**config.mk**
```make
export PLATFORM = sky130hd
export DESIGN_NAME = cache_arbiter
export DESIGN_NICKNAME = d
export VERILOG_FILES = /design/src/rtl/cache_arbiter.sv
export SDC_FILE = /design/constraint.sdc
export NUM_CORES = 1
export LEC_CHECK = 0
export ABC_AREA = 0
export CAP_MARGIN = 20
export CORE_MARGIN = 8
export CORE_UTILIZATION = 45
export DETAILED_ROUTE_END_ITERATION = 6
export DONT_BUFFER_PORTS = 1
export PLACE_DENSITY_LB_ADDON = 0.3
export SETUP_SLACK_MARGIN = 0.1
export SYNTH_ARGS = -nofsm -noshare
export SYNTH_HDL_FRONTEND = slang
export SYNTH_SLANG_ARGS = --single-unit
```
**constraint.sdc**
```tcl
create_clock -name clk -period 2.7 [get_ports clk]
set_input_delay 0.675 -clock clk [delete_from_list [all_inputs] [get_ports clk]]
set_output_delay 0.675 -clock clk [all_outputs]
set_load 0.05 [all_outputs]
```
**src/rtl/cache_arbiter.sv**
```systemverilog
// cache_arbiter: shares one downstream memory port between the instruction and data caches,
// one outstanding transaction at a time, alternating grants when both sides contend.
module cache_arbiter (
  input  logic        clk,
  input  logic        reset,
  input  logic        inst_cache_req,
  input  logic [31:0] inst_cache_addr,
  output logic [31:0] inst_cache_rdata,
  output logic        inst_cache_dok,
  input  logic        data_cache_req,
  input  logic [3:0]  data_cache_wen,
  input  logic [31:0] data_cache_addr,
  input  logic [31:0] data_cache_wdata,
  output logic [31:0] data_cache_rdata,
  output logic        data_cache_dok,
  output logic        mem_req,
  output logic [3:0]  mem_wen,
  output logic [31:0] mem_addr,
  output logic [31:0] mem_wdata,
  input  logic        mem_addr_ok,
  input  logic [31:0] mem_rdata,
  input  logic        mem_data_ok
);
  localparam logic [1:0] IDLE = 2'd0, REQ = 2'd1, WAIT = 2'd2, RESP = 2'd3;
  logic [1:0]  state_q, state_d;
  logic        owner_q, owner_d, last_q, last_d, grant_data;
  logic [3:0]  wen_q, wen_d;
  logic [31:0] addr_q, addr_d, wdata_q, wdata_d, rdata_q, rdata_d;
  // owner/last: 1 = data side
  assign grant_data = data_cache_req & (~inst_cache_req | ~last_q);
  always_comb begin
    state_d = state_q;
    owner_d = owner_q;
    last_d  = last_q;
    wen_d   = wen_q;
    addr_d  = addr_q;
    wdata_d = wdata_q;
    rdata_d = rdata_q;
    case (state_q)
      IDLE: if (inst_cache_req | data_cache_req) begin
        state_d = REQ;
        owner_d = grant_data;
        last_d  = grant_data;
        wen_d   = grant_data ? data_cache_wen : 4'b0;
        addr_d  = grant_data ? data_cache_addr : inst_cache_addr;
        wdata_d = grant_data ? data_cache_wdata : 32'b0;
      end
      REQ: if (mem_addr_ok) begin
        state_d = mem_data_ok ? RESP : WAIT;
        rdata_d = mem_data_ok ? mem_rdata : rdata_q;
      end
      WAIT: if (mem_data_ok) begin
        state_d = RESP;
        rdata_d = mem_rdata;
      end
      default: state_d = IDLE;
    endcase
  end
  always_ff @(posedge clk) begin
    if (reset) begin
      state_q <= IDLE;
      owner_q <= 1'b0;
      last_q  <= 1'b0;
      wen_q   <= 4'b0;
      addr_q  <= 32'b0;
      wdata_q <= 32'b0;
      rdata_q <= 32'b0;
    end else begin
      state_q <= state_d;
      owner_q <= owner_d;
      last_q  <= last_d;
      wen_q   <= wen_d;
      addr_q  <= addr_d;
      wdata_q <= wdata_d;
      rdata_q <= rdata_d;
    end
  end
  assign mem_req          = state_q == REQ;
  assign mem_wen          = wen_q;
  assign mem_addr         = addr_q;
  assign mem_wdata        = wdata_q;
  assign inst_cache_dok   = state_q == RESP && !owner_q;
  assign data_cache_dok   = state_q == RESP && owner_q;
  assign inst_cache_rdata = rdata_q;
  assign data_cache_rdata = rdata_q;
endmodule

```
==> results of run 1 <==
-- critical path: cells and delay by family (launching register included) --
kind,cells,cell delay [ns]
adder cells (fa/ha/maj),1,0.22
flip-flops,1,0.40
AND/OR/NAND/NOR,1,0.47
-- per-stage QoR --
step / std cells / setup slack (ns)
detailed placement: 564 / 0.7689
global placement: 564 / 0.9241
floorplan: 457 / 0.7838
global route: 580 / 0.4944
CTS: 580 / 0.5578
finish: 580 / 0.5850
-- power by group through the flow --
stage	Clock [W]	Combinational [W]	Sequential, W
6_report	0.000902	0.00160	0.00310
5_1_grt	0.00100	0.00173	0.00316
4_1_cts	0.000935	0.00161	0.00311
3_5_place_dp	0	0.00161	0.00315
3_3_place_gp	0	0.00156	0.00314
2_1_floorplan	0	0.00115	0.00333
-- Yosys cell counts --
| master | n |
|---|---|
| dfxtp_1 | 103 |
| nand2b_1 | 66 |
| nand2_1 | 65 |
| a22o_1 | 36 |
| nor2_1 | 36 |
| buf_4 | 35 |
| mux2i_1 | 34 |
| a311oi_1 | 33 |
| buf_2 | 15 |
| clkbuf_1 | 12 |
| ha_1 | 4 |
| inv_1 | 4 |
| buf_1 | 3 |
| a211oi_1 | 1 |
| a211oi_2 | 1 |
| a21bo_2 | 1 |
| a21boi_2 | 1 |
| a21oi_1 | 1 |
| a222oi_1 | 1 |
| and2_1 | 1 |
| mux2_2 | 1 |
| nor2b_1 | 1 |
| nor3_1 | 1 |
| o21a_1 | 1 |
-- state kept, by name, indices dropped and copies added (netlist names) --
name              count
mem_wdata            32
state_q               2
mem_wen               4
data_cache_rdata     32
last_q                1
mem_addr             32
-- per-layer routing --
metal / vias up / wire length, um
met3: 11 / 1047
met1: 1461 / 4341
met4: 0 / 151
met5: - / 0
met2: 166 / 5685
li1: 1504 / -
-- kinds of logic (layout without fill, tap and decap cells) --
group | after synthesis | count (layout) | share of synthesized area (%)
muxes | 35 | 35 | 8.082
DFF | 103 | 103 | 47.40
buffers and inverters | 69 | 59 | 9.404
and+or+nand+nor | 170 | 170 | 18.61
AOI/OAI and AO/OA | 76 | 76 | 15.36
adders and majority gates | 4 | 4 | 1.150
-- cell type report --
cell class,count,area (um^2)
fill,910,4957
inverter,4,15.01
clock inverter,7,53.80
clock buffer,9,123.9
sequential,103,2062
tap,133,166.4
multi-input combinational,285,1898
timing repair buffer,39,317.8
-- worst paths after layout --
check        slack, ns  cells past startpoint                  from                   end
max               0.59                      2            state_q[1]        data_cache_dok
min               0.40                      1                 reset           mem_addr[7]
max reg2reg       0.76                      6            state_q[0]           mem_addr[5]
min reg2reg       0.48                      2  data_cache_rdata[19]  data_cache_rdata[19]
==> run metrics, run 1 <==
commonest non-fill, non-tap cells in the layout=dfxtp_1, nand2b_1, nand2_1, buf_4, a22o_1; synthesized area=about 0.0044 mm^2; CTS resizes=0; LEAKAGE=1.813 nW; Final nets=584; core area=0.009594 mm^2; Synth area leaders=dfxtp_1, nand2b_1, mux2i_1; critical path class=register to output pin; Inserted Diodes=0; switching share of power=51.48%; setup tns final=0 ns; library cells used by synthesis=24; global-route wire length before repair=17.05 mm; Final Cell Area=roughly 0.0046 mm^2; WP data arrival=roughly 1.4 ns; Mapped Avg Cell Area=9.520 um^2; f_max=between 0.4 and 0.5 GHz; CP Launch Type=register; Net Sw Power=around 0.0029 W; worst stage delay on the critical path=around 0.47 ns; DRT iter0 DRCs=220; Hold/Removal Path Class=input pin to register; P_int=about 0.0027 W; GR Layer Usage met1=between 10% and 20%; GRT busiest layer=met2; drt total wl=around 11 mm; Synth Register Bits=between 100 and 150; post-synthesis instance total=roughly 460; cts bufs inserted=9; H-tree levels=3; post-route ant nets=0; P&R area growth vs syn=6.586%; Syn Nets=about 600; I/O pin count=273; Max VDD drop=581.5 uV; Logic pwr share=between 20 and 30%; post-CTS setup buffer count=0; die width=roughly 110 um; die height=between 100 and 150 um; final hold viol count=0; met3 Usage GRT=under 10%; Slew HR=approximately three fifths; die area=~0.013 mm^2; fin crit share=78.33%; Clock Root Buffer=clkbuf_8; final hold slack=0.3986 ns; clk slew on worst S/H paths=about 0.11 ns; RSZ-0062 raised after global routing=no; Final GP Congestion=around 0.80; Clock Latency Late Sink=between 0.3 and 0.4 ns; grt met2 use=between 20% and 30%; drt wl/cell=between 15 and 20 um; Cell Chain, Critical Path=ha_1, and2_1; GRT Residual Overflow=0; Max Cap Violations=0; share of cells above drive strength 1=13.87%; initial antenna violation count=0; Final HPWL DP=around 8.4 mm; largest net degree at the start of global routing=between 100 and 150; Tmin final=~2.1 ns; CP max-delay cell=and2_1; Placed Area=between 0.004 and 0.005 mm^2; worst slew pin tran=between 0.5 and 0.6 ns; Clock Skew=0.01386 ns; # DRC=0; PD cells=1209 mW/mm^2; clk buf depth=2; Slew Limit Fails=0; critical path endpoint category=output pin; total power=about 0.0056 W; sequential share of power=roughly 55%; CP required=2.03 ns; Synth top area share=between 40% and 50%; clock share of power=around 16%; post-synth top area cell=dfxtp_1; CTS tree=yes; vias per cell=between 5 and 6; final number of setup-violating endpoints=0; CP Max Fanout=4; TritonRoute pass-1 iters=4; total number of vias=roughly 3100; Ys Warns=0; number of global-route vias before repair=3311; fin util=about half; row cnt=36; sequential area share after synthesis=between 40 and 50%; commonest non-fill, non-tap cell in the layout=dfxtp_1; # clock sinks=103; Hold-fix buffers, CTS=0; PortBufs=0; status=finished clean; Initial Util=45.34%; GRT Total Usage=16.40%
No activity file was read; power rests on OpenSTA's default activity.
==> run 2, diff against run 1 <==
==> constraint.sdc (replaced) <==
create_clock -name clk -period 2.2 [get_ports clk]
set_input_delay 0.55 -clock clk [delete_from_list [all_inputs] [get_ports clk]]
set_output_delay 0.55 -clock clk [all_outputs]
set_load 0.05 [all_outputs]
==> run 2 against run 1 <==
Net effect:
- die area unchanged
- critical path depth unchanged
- non-clock buffer count up 2
- hold slack worse by 0.12 ns
- sequential power up 23%
- critical path type unchanged
- critical endpoint unchanged
==> run metrics, run 2 (synthesis results as in run 1) <==
status=finished clean; CP required=1.65 ns (-0.38 ns); fin crit share=89.76%; LEAKAGE=1.831 nW (+0.99%); Clock Latency Late Sink=0.36 ns (about the same); drt wl/cell=18.95 um (-2.1%); Final HPWL DP=8.269 mm (-1.5%); die height=114.3 um (unchanged); PD cells=1485 mW/mm^2 (+23%); Initial Util=45.34% (unchanged); global-route wire length before repair=16.35 mm (-4.1%); WP data arrival=1.42 ns (-0.02 ns); DRT iter0 DRCs=194 (-12%); initial antenna violation count=0 (unchanged); RSZ-0062 raised after global routing=no; PortBufs=0 (unchanged); # DRC=0 (unchanged); setup tns final=0 ns (unchanged); die area=0.01307 mm^2 (unchanged); GRT Total Usage=15.77% (-0.64 points); critical path class=register to output pin; post-route ant nets=0 (unchanged); worst slew pin tran=0.6051 ns (+0.01799 ns); TritonRoute pass-1 iters=5 (+1); vias per cell=5.345 (-1.3%); final number of setup-violating endpoints=0 (unchanged); GRT Residual Overflow=0 (unchanged); I/O pin count=273 (unchanged); drt total wl=11.03 mm (-1.7%); Hold-fix buffers, CTS=0 (unchanged); total power=0.006918 W (+23%); core area=0.009594 mm^2 (unchanged); Cell Chain, Critical Path=ha_1, and2_1; post-CTS setup buffer count=0 (unchanged); Tmin final=approximately 2 ns; P&R area growth vs syn=7.104%; Hold/Removal Path Class=input pin to register; largest net degree at the start of global routing=104 (unchanged); Clock Skew=0.01389 ns (+0.00003600 ns); Max Cap Violations=0 (unchanged); clk buf depth=2 (unchanged); CP max-delay cell=and2_1; Placed Area=0.004462 mm^2 (about the same); Slew Limit Fails=0 (unchanged); CP Max Fanout=4 (unchanged); total number of vias=3111 (-0.99%); CTS resizes=0 (unchanged); Final GP Congestion=0.7839 (-2.4%); f_max=between 0.5 and 0.6 GHz; commonest non-fill, non-tap cells in the layout=dfxtp_1, nand2b_1, nand2_1, buf_4, a22o_1; final hold viol count=0 (unchanged); CP Launch Type=register; row cnt=36 (unchanged); number of global-route vias before repair=3067 (-7.4%); share of cells above drive strength 1=14.25% (+0.38 points); CTS tree=yes; Fillers=915 (+0.55%); worst stage delay on the critical path=0.47 ns (about the same); H-tree levels=3 (unchanged); clk slew on worst S/H paths=0.11 ns (about the same); fin worst setup slack=0.2253 ns (-0.3597 ns); Max VDD drop=704.5 uV (+21%); final hold slack=0.2768 ns (-0.1218 ns); die width=114.3 um (unchanged); Final Cell Area=0.004659 mm^2 (+0.49%); commonest non-fill, non-tap cell in the layout=dfxtp_1; Inserted Diodes=0 (unchanged); Final nets=586 (+0.34%); pre-CTS WS=0.4258 ns (-0.3431 ns); critical path endpoint category=output pin; # clock sinks=103 (unchanged); Clock Root Buffer=clkbuf_8; Slew HR=59.66% (-1.2 points); cts bufs inserted=9 (unchanged)
-- run 2: cell count changes in the layout (fill, tap and decap cells not counted), sizes merged --
cell      before  now
clkinv         2    4
clkinvlp       2    0
buf           39   41
-- run 2: worst max-delay path: cells and delay by family (launching register included) --
| kind | cells | cell delay, ns |
|---|---|---|
| simple gates | 1 | 0.47 |
| fa+ha+maj | 1 | 0.20 |
| flops | 1 | 0.39 |
-- run 2: layout make-up --
class	instances	area, um^2	share of cell area, %
clock inverter	7	73.82	1.584
timing repair buffer	41	320.3	6.874
clock buffer	9	123.9	2.658
inverter	4	15.01	0.3222
multi-input combinational	285	1898	40.74
sequential	103	2062	44.25
tap	133	166.4	3.571
-- run 2: worst paths after layout --
| kind | startpoint | end | slack (ns) | cells past startpoint |
|---|---|---|---|---|
| setup reg to reg | state_q[0] | mem_addr[20] | 0.42 | 6 |
| hold / removal | reset | mem_addr[7] | 0.28 | 1 |
| hold reg to reg | data_cache_rdata[21] | data_cache_rdata[21] | 0.48 | 2 |
| setup / recovery | state_q[1] | data_cache_dok | 0.23 | 2 |
-- run 2: stage by stage --
step / cells / util, %
floorplan: 457 / -
global placement: 566 / 46.51
detailed placement: 566 / 46.51
CTS: 582 / 48.57
global route: 582 / 48.57
finish: 582 / 48.57
-- run 2: power breakdown --
part | switching, W | internal, W
logic | 0.00134 | 0.000605
clock network | 0.000714 | 0.000448
registers | 0.00150 | 0.00231
total | 0.00356 | 0.00336
-- run 2: metal layers --
metal	up-vias	share of wire, %	GRT usage (%)
li1	1507	-	-
met1	1424	39	17.31
met2	164	49	26.50
met3	16	10	6.382
met4	0	1.5	6.477
met5	-	0	0
